`src/rtl/sram_req_arbiter_pkg.sv`:
```
// ---------------------------------------------------------------------------
// sram_req_arbiter_pkg
// Shared definitions for the SRAM-like request arbiter:
//   - source IDs stored in the in-order response FIFO
//   - arbiter FSM state encoding
//   - SRAM transfer size encodings
//   - packed request-field bundle used to mux a master onto the slave port
// ---------------------------------------------------------------------------
package sram_req_arbiter_pkg;

  // Source ID recorded for every accepted address phase
  localparam logic SRC_INST = 1'b0;
  localparam logic SRC_DATA = 1'b1;

  // Transfer size encodings on the size fields
  localparam logic [1:0] SIZE_BYTE = 2'b00;
  localparam logic [1:0] SIZE_HALF = 2'b01;
  localparam logic [1:0] SIZE_WORD = 2'b10;

  typedef enum logic [1:0] {
    ST_ARB    = 2'd0,
    ST_HOLD_I = 2'd1,
    ST_HOLD_D = 2'd2
  } arb_state_t;

  // All request fields that travel with a request, bundled so a single
  // mux selects the whole address phase of one master.
  typedef struct packed {
    logic        wr;
    logic [1:0]  size;
    logic [3:0]  wstrb;
    logic [31:0] addr;
    logic [31:0] wdata;
  } sram_req_t;

  // HOLD state that locks the grant onto the given source
  function automatic arb_state_t hold_state(input logic src);
    return (src == SRC_DATA) ? ST_HOLD_D : ST_HOLD_I;
  endfunction

endpackage

```
`src/rtl/sram_req_arbiter_id_fifo.sv`:
```
// ---------------------------------------------------------------------------
// sram_req_arbiter_id_fifo
// In-order FIFO of 1-bit source IDs, one entry per accepted request that is
// still waiting for its data_ok.
// Ports:
//   clk, resetn       clock, synchronous active-low reset
//   push, din         write one source ID
//   pop               retire the head entry
//   full              registered: DEPTH entries held
//   empty             no entries held
//   head              source ID of the oldest entry
// ---------------------------------------------------------------------------
module sram_req_arbiter_id_fifo #(
  parameter int DEPTH = 2
) (
  input  logic clk,
  input  logic resetn,
  input  logic push,
  input  logic din,
  input  logic pop,
  output logic full,
  output logic empty,
  output logic head
);

  localparam int PTR_W = $clog2(DEPTH);
  localparam logic [PTR_W:0]   CNT_ONE  = (PTR_W+1)'(1);
  localparam logic [PTR_W:0]   CNT_FULL = (PTR_W+1)'(DEPTH);
  localparam logic [PTR_W-1:0] PTR_ONE  = PTR_W'(1);

  logic [DEPTH-1:0] mem;
  logic [PTR_W-1:0] wr_ptr;
  logic [PTR_W-1:0] rd_ptr;
  logic [PTR_W:0]   count;
  logic [PTR_W:0]   count_next;
  logic             do_push;
  logic             do_pop;

  // A push while full is only legal when the head leaves the same cycle,
  // in which case the slot being freed is the one being written.
  assign do_pop  = pop & ~empty;
  assign do_push = push & (~full | do_pop);
  assign empty   = (count == '0);
  assign head    = mem[rd_ptr];

  always_comb begin
    count_next = count;
    if (do_push && !do_pop) begin
      count_next = count + CNT_ONE;
    end else if (do_pop && !do_push) begin
      count_next = count - CNT_ONE;
    end
  end

  // full is registered so that a pop never re-opens issue in its own cycle
  always_ff @(posedge clk) begin
    if (!resetn) begin
      mem    <= '0;
      wr_ptr <= '0;
      rd_ptr <= '0;
      count  <= '0;
      full   <= 1'b0;
    end else begin
      if (do_push) begin
        mem[wr_ptr] <= din;
        wr_ptr      <= wr_ptr + PTR_ONE;
      end
      if (do_pop) begin
        rd_ptr <= rd_ptr + PTR_ONE;
      end
      count <= count_next;
      full  <= (count_next == CNT_FULL);
    end
  end

endmodule

```
`src/rtl/sram_req_arbiter.sv`:
```
// ---------------------------------------------------------------------------
// sram_req_arbiter
// Shares one SRAM-like slave port between the IF-stage instruction master
// (inst_*) and the MEM-stage data master (data_*). The address phase is
// arbitrated with data priority and the grant is held until addr_ok; each
// accepted request's source is queued so the in-order s_data_ok can be
// steered back to the master that issued it.
// Ports:
//   clk, resetn                       clock, synchronous active-low reset
//   inst_req/wr/size/wstrb/addr/wdata instruction master request
//   inst_addr_ok/data_ok/rdata        instruction master handshake/response
//   data_req/wr/size/wstrb/addr/wdata data master request
//   data_addr_ok/data_ok/rdata        data master handshake/response
//   s_req/wr/size/wstrb/addr/wdata    slave request
//   s_addr_ok, s_data_ok, s_rdata     slave handshake/response
//   proto_err                         sticky: response arrived with no
//                                     request outstanding
// ---------------------------------------------------------------------------
module sram_req_arbiter
  import sram_req_arbiter_pkg::*;
#(
  parameter int MAX_OUTST = 2
) (
  input  logic        clk,
  input  logic        resetn,

  input  logic        inst_req,
  input  logic        inst_wr,
  input  logic [1:0]  inst_size,
  input  logic [3:0]  inst_wstrb,
  input  logic [31:0] inst_addr,
  input  logic [31:0] inst_wdata,
  output logic        inst_addr_ok,
  output logic        inst_data_ok,
  output logic [31:0] inst_rdata,

  input  logic        data_req,
  input  logic        data_wr,
  input  logic [1:0]  data_size,
  input  logic [3:0]  data_wstrb,
  input  logic [31:0] data_addr,
  input  logic [31:0] data_wdata,
  output logic        data_addr_ok,
  output logic        data_data_ok,
  output logic [31:0] data_rdata,

  output logic        s_req,
  output logic        s_wr,
  output logic [1:0]  s_size,
  output logic [3:0]  s_wstrb,
  output logic [31:0] s_addr,
  output logic [31:0] s_wdata,
  input  logic        s_addr_ok,
  input  logic        s_data_ok,
  input  logic [31:0] s_rdata,

  output logic        proto_err
);

  arb_state_t state;
  logic       active;
  logic       sel_src;
  logic       sel_req;
  logic       issue;
  logic       push;
  logic       rsp_valid;
  logic       pop;
  logic       fifo_full;
  logic       fifo_empty;
  logic       fifo_head;
  sram_req_t  inst_fields;
  sram_req_t  data_fields;
  sram_req_t  sel_fields;

  // active is low while in reset and for the first cycle after it, keeping
  // every handshake output quiet over that window.
  always_ff @(posedge clk) begin
    if (!resetn) begin
      active <= 1'b0;
    end else begin
      active <= 1'b1;
    end
  end

  // Grant selection: data wins in ARB, a HOLD state locks onto one master.
  always_comb begin
    sel_src = SRC_INST;
    sel_req = 1'b0;
    case (state)
      ST_HOLD_I: begin
        sel_src = SRC_INST;
        sel_req = inst_req;
      end
      ST_HOLD_D: begin
        sel_src = SRC_DATA;
        sel_req = data_req;
      end
      default: begin
        sel_src = data_req ? SRC_DATA : SRC_INST;
        sel_req = inst_req | data_req;
      end
    endcase
  end

  assign inst_fields = '{wr: inst_wr, size: inst_size, wstrb: inst_wstrb,
                         addr: inst_addr, wdata: inst_wdata};
  assign data_fields = '{wr: data_wr, size: data_size, wstrb: data_wstrb,
                         addr: data_addr, wdata: data_wdata};
  assign sel_fields  = (sel_src == SRC_DATA) ? data_fields : inst_fields;

  assign issue   = sel_req & ~fifo_full & active & resetn;
  assign push    = issue & s_addr_ok;

  assign s_req   = issue;
  assign s_wr    = sel_fields.wr;
  assign s_size  = sel_fields.size;
  assign s_wstrb = sel_fields.wstrb;
  assign s_addr  = sel_fields.addr;
  assign s_wdata = sel_fields.wdata;

  assign inst_addr_ok = push & (sel_src == SRC_INST);
  assign data_addr_ok = push & (sel_src == SRC_DATA);

  // Responses are retired in order; a response with nothing queued is
  // dropped here and flagged through proto_err instead.
  assign rsp_valid    = s_data_ok & active & resetn;
  assign pop          = rsp_valid & ~fifo_empty;
  assign inst_data_ok = pop & (fifo_head == SRC_INST);
  assign data_data_ok = pop & (fifo_head == SRC_DATA);
  assign inst_rdata   = s_rdata;
  assign data_rdata   = s_rdata;

  sram_req_arbiter_id_fifo #(
    .DEPTH (MAX_OUTST)
  ) u_id_fifo (
    .clk    (clk),
    .resetn (resetn),
    .push   (push),
    .din    (sel_src),
    .pop    (pop),
    .full   (fifo_full),
    .empty  (fifo_empty),
    .head   (fifo_head)
  );

  // Arbiter FSM: a presented but unaccepted request locks the grant until
  // it is accepted or its master withdraws it.
  always_ff @(posedge clk) begin
    if (!resetn) begin
      state <= ST_ARB;
    end else begin
      case (state)
        ST_ARB: begin
          if (issue && !s_addr_ok) begin
            state <= hold_state(sel_src);
          end
        end
        default: begin
          if (push || !sel_req) begin
            state <= ST_ARB;
          end
        end
      endcase
    end
  end

  always_ff @(posedge clk) begin
    if (!resetn) begin
      proto_err <= 1'b0;
    end else if (rsp_valid && fifo_empty) begin
      proto_err <= 1'b1;
    end
  end

endmodule

```
`config.mk`:
```
export PLATFORM = sky130hd
export DESIGN_NAME = sram_req_arbiter
export DESIGN_NICKNAME = d
export VERILOG_FILES = /design/src/rtl/sram_req_arbiter_pkg.sv /design/src/rtl/sram_req_arbiter_id_fifo.sv /design/src/rtl/sram_req_arbiter.sv
export SDC_FILE = /design/constraint.sdc
export NUM_CORES = 1
export LEC_CHECK = 0
export CAP_MARGIN = 20
export CORE_AREA = 2 2 125 127
export DETAILED_ROUTE_END_ITERATION = 8
export DIE_AREA = 0 0 127 129
export PLACE_DENSITY = 0.53
export SYNTH_ARGS = -nofsm -noshare
export SYNTH_HDL_FRONTEND = slang
export SYNTH_SLANG_ARGS = --single-unit
```
`constraint.sdc`:
```
create_clock -name clk -period 4 [get_ports clk]
set_clock_uncertainty 0.15 [all_clocks]
set_input_delay 0.4 -clock clk [delete_from_list [all_inputs] [get_ports clk]]
set_output_delay 0.4 -clock clk [all_outputs]
set_load 0.01 [all_outputs]
```
# After elaboration in Yosys (flattened, before gate mapping)
# Index checks and enable logic that the tools add are counted.
# word_totals
regBits	11
input_bits	180
output_inout_bits	141
wordCells	68
# op_classes
addsub	4
n_lt_le_gt_ge	3
n_eq_ne	4
mux	16
n_bitwise	19
n_reduce_logical	14
# op_table
operator	n
71-bit two-way mux	1
1-bit AND	13
2-bit two-way mux	6
1-bit logical AND	5
1-bit two-way mux	5
2-bit == test, second input constant	2
1-bit logical NOT	4
2-bit logical NOT	2
1-bit by 2-bit < comparator with 1-bit output, second input constant	2
1-bit inverter	4
1-bit one-hot mux with 2 select lines	2
1-bit adder, second input constant	2
2-bit by 1-bit adder with 2-bit output, second input constant	1
2-bit bitwise mux	1
2-bit by 1-bit == test with 1-bit output, second input constant	1
2-bit != test, second input constant	1
1-bit bitwise OR	2
2-bit AND reduction	1
2-bit nonzero test	1
2-bit by 1-bit subtractor with 2-bit output, second input constant	1
1-bit demux with 1-bit select	1
1-bit >= comparator, second input constant	1
1-bit logical OR	1

# Longest topological paths before layout
# logic_depth
depth_word	12
ltp_mapped	7
ltp_nobuf	6

# By module
# From an unflattened synthesis, not the netlist that was laid out.
# hier_totals
hier_cells	368
area_unflattened_um2	2072.0
# modules_own_cells
module	instances	cells_each	area_each_um2	seq_area_each_um2
sram_req_arbiter	1	330	1715.4	80.1
sram_req_arbiter_id_fifo	1	38	356.6	140.1

# Least setup slack after synthesis
# Ideal clock, no wire load.
# synth_path
kind	reg2out
start	register state[0]
end	output s_addr[10]
arrival_ps	1665
required_time_ps	3450
path_slack_ps	1785
path_stages_with_launch	8
path_buffers	2
cell_sequence	dfxtp_1 inv_1 ha_1 mux2i_1 clkbuf_1 clkbuf_1 nand2_1 nand2_1
# synth_via
elab_chain_cells	3
word_cells_on_any_way	4
cone_classes	2 x eq/ne; 2 x mux
# synth_rtl
element	line	text
from (decl)	sram_req_arbiter.sv:60	arb_state_t state;
from (signal assigned)	sram_req_arbiter.sv:155	state <= hold_state(sel_src);
2-bit == test or 2-bit by 1-bit == test with 1-bit output (tied branches)	sram_req_arbiter.sv:89	case (state)
1-bit one-hot mux with 2 select lines *	sram_req_arbiter.sv:89	
71-bit two-way mux *	sram_req_arbiter.sv:109	assign sel_fields = (sel_src == SRC_DATA) ? data_fields : inst_fields;
to (decl)	sram_req_arbiter.sv:51	output logic [31:0] s_addr,
# Mark *: on every way between the ends. The rest lies on a longest branch, timed or not.

# Final worst setup path
# layout_path
start	register state[0]
end	output s_addr[1]
# The elaborated chain is that of the path after synthesis.

==> out/qor.csv <==
stage,metric,value,unit
outcome,status,"complete, no violations",
route,dr.max_layer_used,met4,
floorplanning,chipWidth,127,µm
route,drt_drc_violations_left,0,
cells_and_area,syn2layout_area_growth,104,%
pwr,total_power,0.897,mW
clock_tree,postCtsSetupRepairBufs,0,
route,vias,2684,
global_routing,antenna_found_initial,0,
critical_path,worstPathArrival,2.50,ns
clock_tree,post_cts_resized,0,
global_routing,grtUsageTotal,0.101,
timing,max_slew_margin,0.705,
clock_tree,cts_root_buf,clkbuf_16,
worst_hold_path,holdPathEnd,proto_err,
route,vias_per_cell,3.84,
clock_tree,clock-sinks,11,
critical_path,reg2reg_slack,1.90,ns
critical_path,crit_type,reg2out,
timing,slew_viol_final,0,
yosys,synthesis.area,1980,µm²
worst_hold_path,hold_depth,2,
route,wl_met1,3400,µm
floorplanning,die_area,16400,µm²
floorplanning,core,15000,µm²
timing,final_hold_viol_count,0,
yosys,synth-seq-cells,11,
yosys,syn-mean-instance-area,5.50,µm²
floorplanning,num_rows,45,
worst_hold_path,hold_path.startpoint,proto_err,
timing,setup_tns,0,ns
yosys,yosysTopAreaCell,nand2_1,
timing,worst_slew_pin_slew,0.432,ns
critical_path,cp-start-kind,register,
floorplanning,io_pins,321,
timing,setup_viol,0,
cells_and_area,drive_gt1_frac,0.0313,
critical_path,cp-end-kind,output port,
yosys,synthAdderAreaFrac,0.0253,
global_routing,grt-ovfl-total,0,
critical_path,reg2reg_depth,6,
yosys,postSynthCellCount,359,
critical_path,path_buf_inv,3,
critical_path,worst_r2r_endpoint,u_id_fifo.count[1],
clock_tree,cts_buffers,3,
critical_path,crit_family,buffers and inverters,
route,first_iter_violations,119,
yosys,synth_top_family_by_area,simple AND/OR/NAND/NOR gates,
placed_design,place_congestion,0.743,
worst_hold_path,hold_path.class,reg2reg,
clock_tree,cts_tree,yes,
yosys,synthMuxAreaShare,0.0260,
yosys,synth_compound_area_frac,0.0747,
critical_path,critPathMaxFanout,42,
route,firstDrtPassIters,4,
clock_tree,clk_latency,0.24,ns
yosys,ys_seq_area_frac,0.111,
yosys,synth_top_area_frac,0.412,
pwr,cellLeakagePower,1.79,nW
cells_and_area,nFillCells,1630,
cells_and_area,antenna_cells,0,
route,wl,9470,µm
job,drv_cap,0,
cells_and_area,final_net_count,696,
yosys,ys_warn_count,0,
pwr,ir_drop,0.000119,V
placed_design,place_hpwl,7950,µm
placed_design,port_buffers,224,
route,drtAntennaViolNets,0,
timing,final.setup.worst_slack,0.951,ns
floorplanning,initial_core_util,0.132,
route,routed-wl-met2,4520,µm
critical_path,cp_slowest_stage_delay,0.53,ns
global_routing,grt_pass1_vias,2537,
route,wl_per_cell,13.5,µm
global_routing,grt_pass1_wl,13200,µm
critical_path,crit_top_cell,nand2_1,
critical_path,reg2reg_from,state[0],
cells_and_area,final_cell_area,4030,µm²
yosys,synth_area_leaders,"nand2_1, buf_4, dfxtp_1, ha_1, mux2i_1",
timing,timing.fmax,328,MHz
placed_design,place_area,3950,µm²
pwr,p_per_area,223,nW/µm²
critical_path,critPathRequiredTime,3.45,ns
yosys,synthXorXnorAreaFrac,0.0133,
critical_path,path_cells,"inv_1, ha_1, mux2i_4, buf_4, nand2_1, nand2_1, clkdlybuf4s50_1",
clock_tree,cts_hold_buf,0,
clock_tree,htreeDepth,1,
global_routing,grt_max_degree,44,
timing,min_period,3.05,ns
cells_and_area,finalNonFillerCells,699,
timing,fin_crit_sh,0.762,
placed_design,dpl_worst_slack,1.09,ns
critical_path,crit_slowest_cell,clkdlybuf4s50_1,
timing,rsz0062_at_grt,no,
floorplanning,die_y,129,µm
route,wl_met3,1380,µm
yosys,syn_nets,543,
yosys,synthSimpleGateAreaFrac,0.460,
placed_design,dp.cells,695,
clock_tree,clockBufferDepth,2,
yosys,yosysUniqueCellTypes,30,
clock_tree,clkTransAtPathRegs,0.04,ns
-- how the worst max path moves through the flow --
stage	startpoint	end	depth (start not counted)	slack, ns
2_1_floorplan	state[0]	s_addr[10]	7	1.79
3_3_place_gp	data_req	s_wstrb[3]	6	1.12
3_5_place_dp	data_req	s_addr[1]	6	1.09
4_1_cts	state[1]	s_addr[1]	7	0.91
5_1_grt	state[0]	s_wdata[21]	7	0.82
6_report	state[0]	s_addr[1]	7	0.95
-- worst min-delay path, stage by stage (launching register included) --
cell	delay (ns)
dfxtp_1	0.32
a31oi_1	0.04
nor2_1	0.07
-- flip-flops by register name, indices dropped and copies added, names as in the netlist --
name / count
active: 1
u_id_fifo.wr_ptr: 1
u_id_fifo.full: 1
u_id_fifo.count: 2
u_id_fifo.mem: 2
u_id_fifo.rd_ptr: 1
proto_err: 1
state: 2
-- cell usage after synthesis --
library cell,instances
nor3b_1,1
o21ai_0,1
a211oi_1,2
nor2b_1,3
nand4b_1,1
a21oi_1,2
xor2_1,2
mux2i_1,4
ha_1,4
or2_2,1
buf_4,64
buf_1,2
nor2_1,6
mux2_2,1
a21oi_4,1
inv_1,7
nand4b_2,1
clkbuf_1,10
nand2_1,217
dfxtp_1,11
buf_2,4
o31a_1,1
a31oi_1,2
a22oi_2,1
o21bai_2,1
a311oi_1,2
a32o_1,3
xnor2_1,1
and2_2,2
a2111oi_0,1
-- layer usage --
layer | global-route usage | vias up
met4 | 0.0259 | 0
li1 | - | 1345
met2 | 0.173 | 185
met5 | 0 | -
met3 | 0.0545 | 20
met1 | 0.109 | 1134
-- power breakdown --
group / total (mW) / leakage [nW] / internal, mW / switching [mW]
sequential: 0.123 / 0.0898 / 0.117 / 0.00618
combinational: 0.589 / 1.66 / 0.347 / 0.242
clock: 0.184 / 0.0382 / 0.134 / 0.0502
-- cells in the final DEF, fill, tap and decap left out, types with 2 or more instances in the layout --
cell type and instances:
clkdlybuf4s50_1 224, nand2_1 217, dfxtp_1 11, inv_1 7, nor2_1 6, ha_1 4, buf_4 4, mux2i_1 3
nor2b_1 3, a32o_1 3, clkbuf_16 3, and2_2 2, a211oi_1 2, a21oi_1 2, a311oi_1 2, xor2_1 2
a31oi_1 2
-- cell families (layout without fill, tap and decap cells) --
logic type / after synthesis / in the layout
AO/OA/AOI/OAI: 17 / 17
buffers and inverters: 87 / 239
adder cells (fa/ha/maj): 4 / 4
multiplexers: 5 / 5
XOR/XNOR: 3 / 3
AND/OR/NAND/NOR: 232 / 232
flip-flops: 11 / 11
-- final cells by class --
cell class              instances  area, µm²  area share
clock buffers                   4       78.8      0.0196
inverters                       7       26.3     0.00652
multi-input cells             261       1200       0.297
flip-flops and latches         11        220      0.0547
well taps                     188        235      0.0584
repair buffers                228       2270       0.564
-- stage by stage --
stage	util	hold slack, ns
2_1_floorplan	-	0.278
3_3_place_gp	0.264	0.304
3_5_place_dp	0.264	0.325
4_1_cts	0.269	0.334
5_1_grt	0.269	0.386
6_report	0.269	0.324
Note: power is estimated with default switching activity, not from simulation.
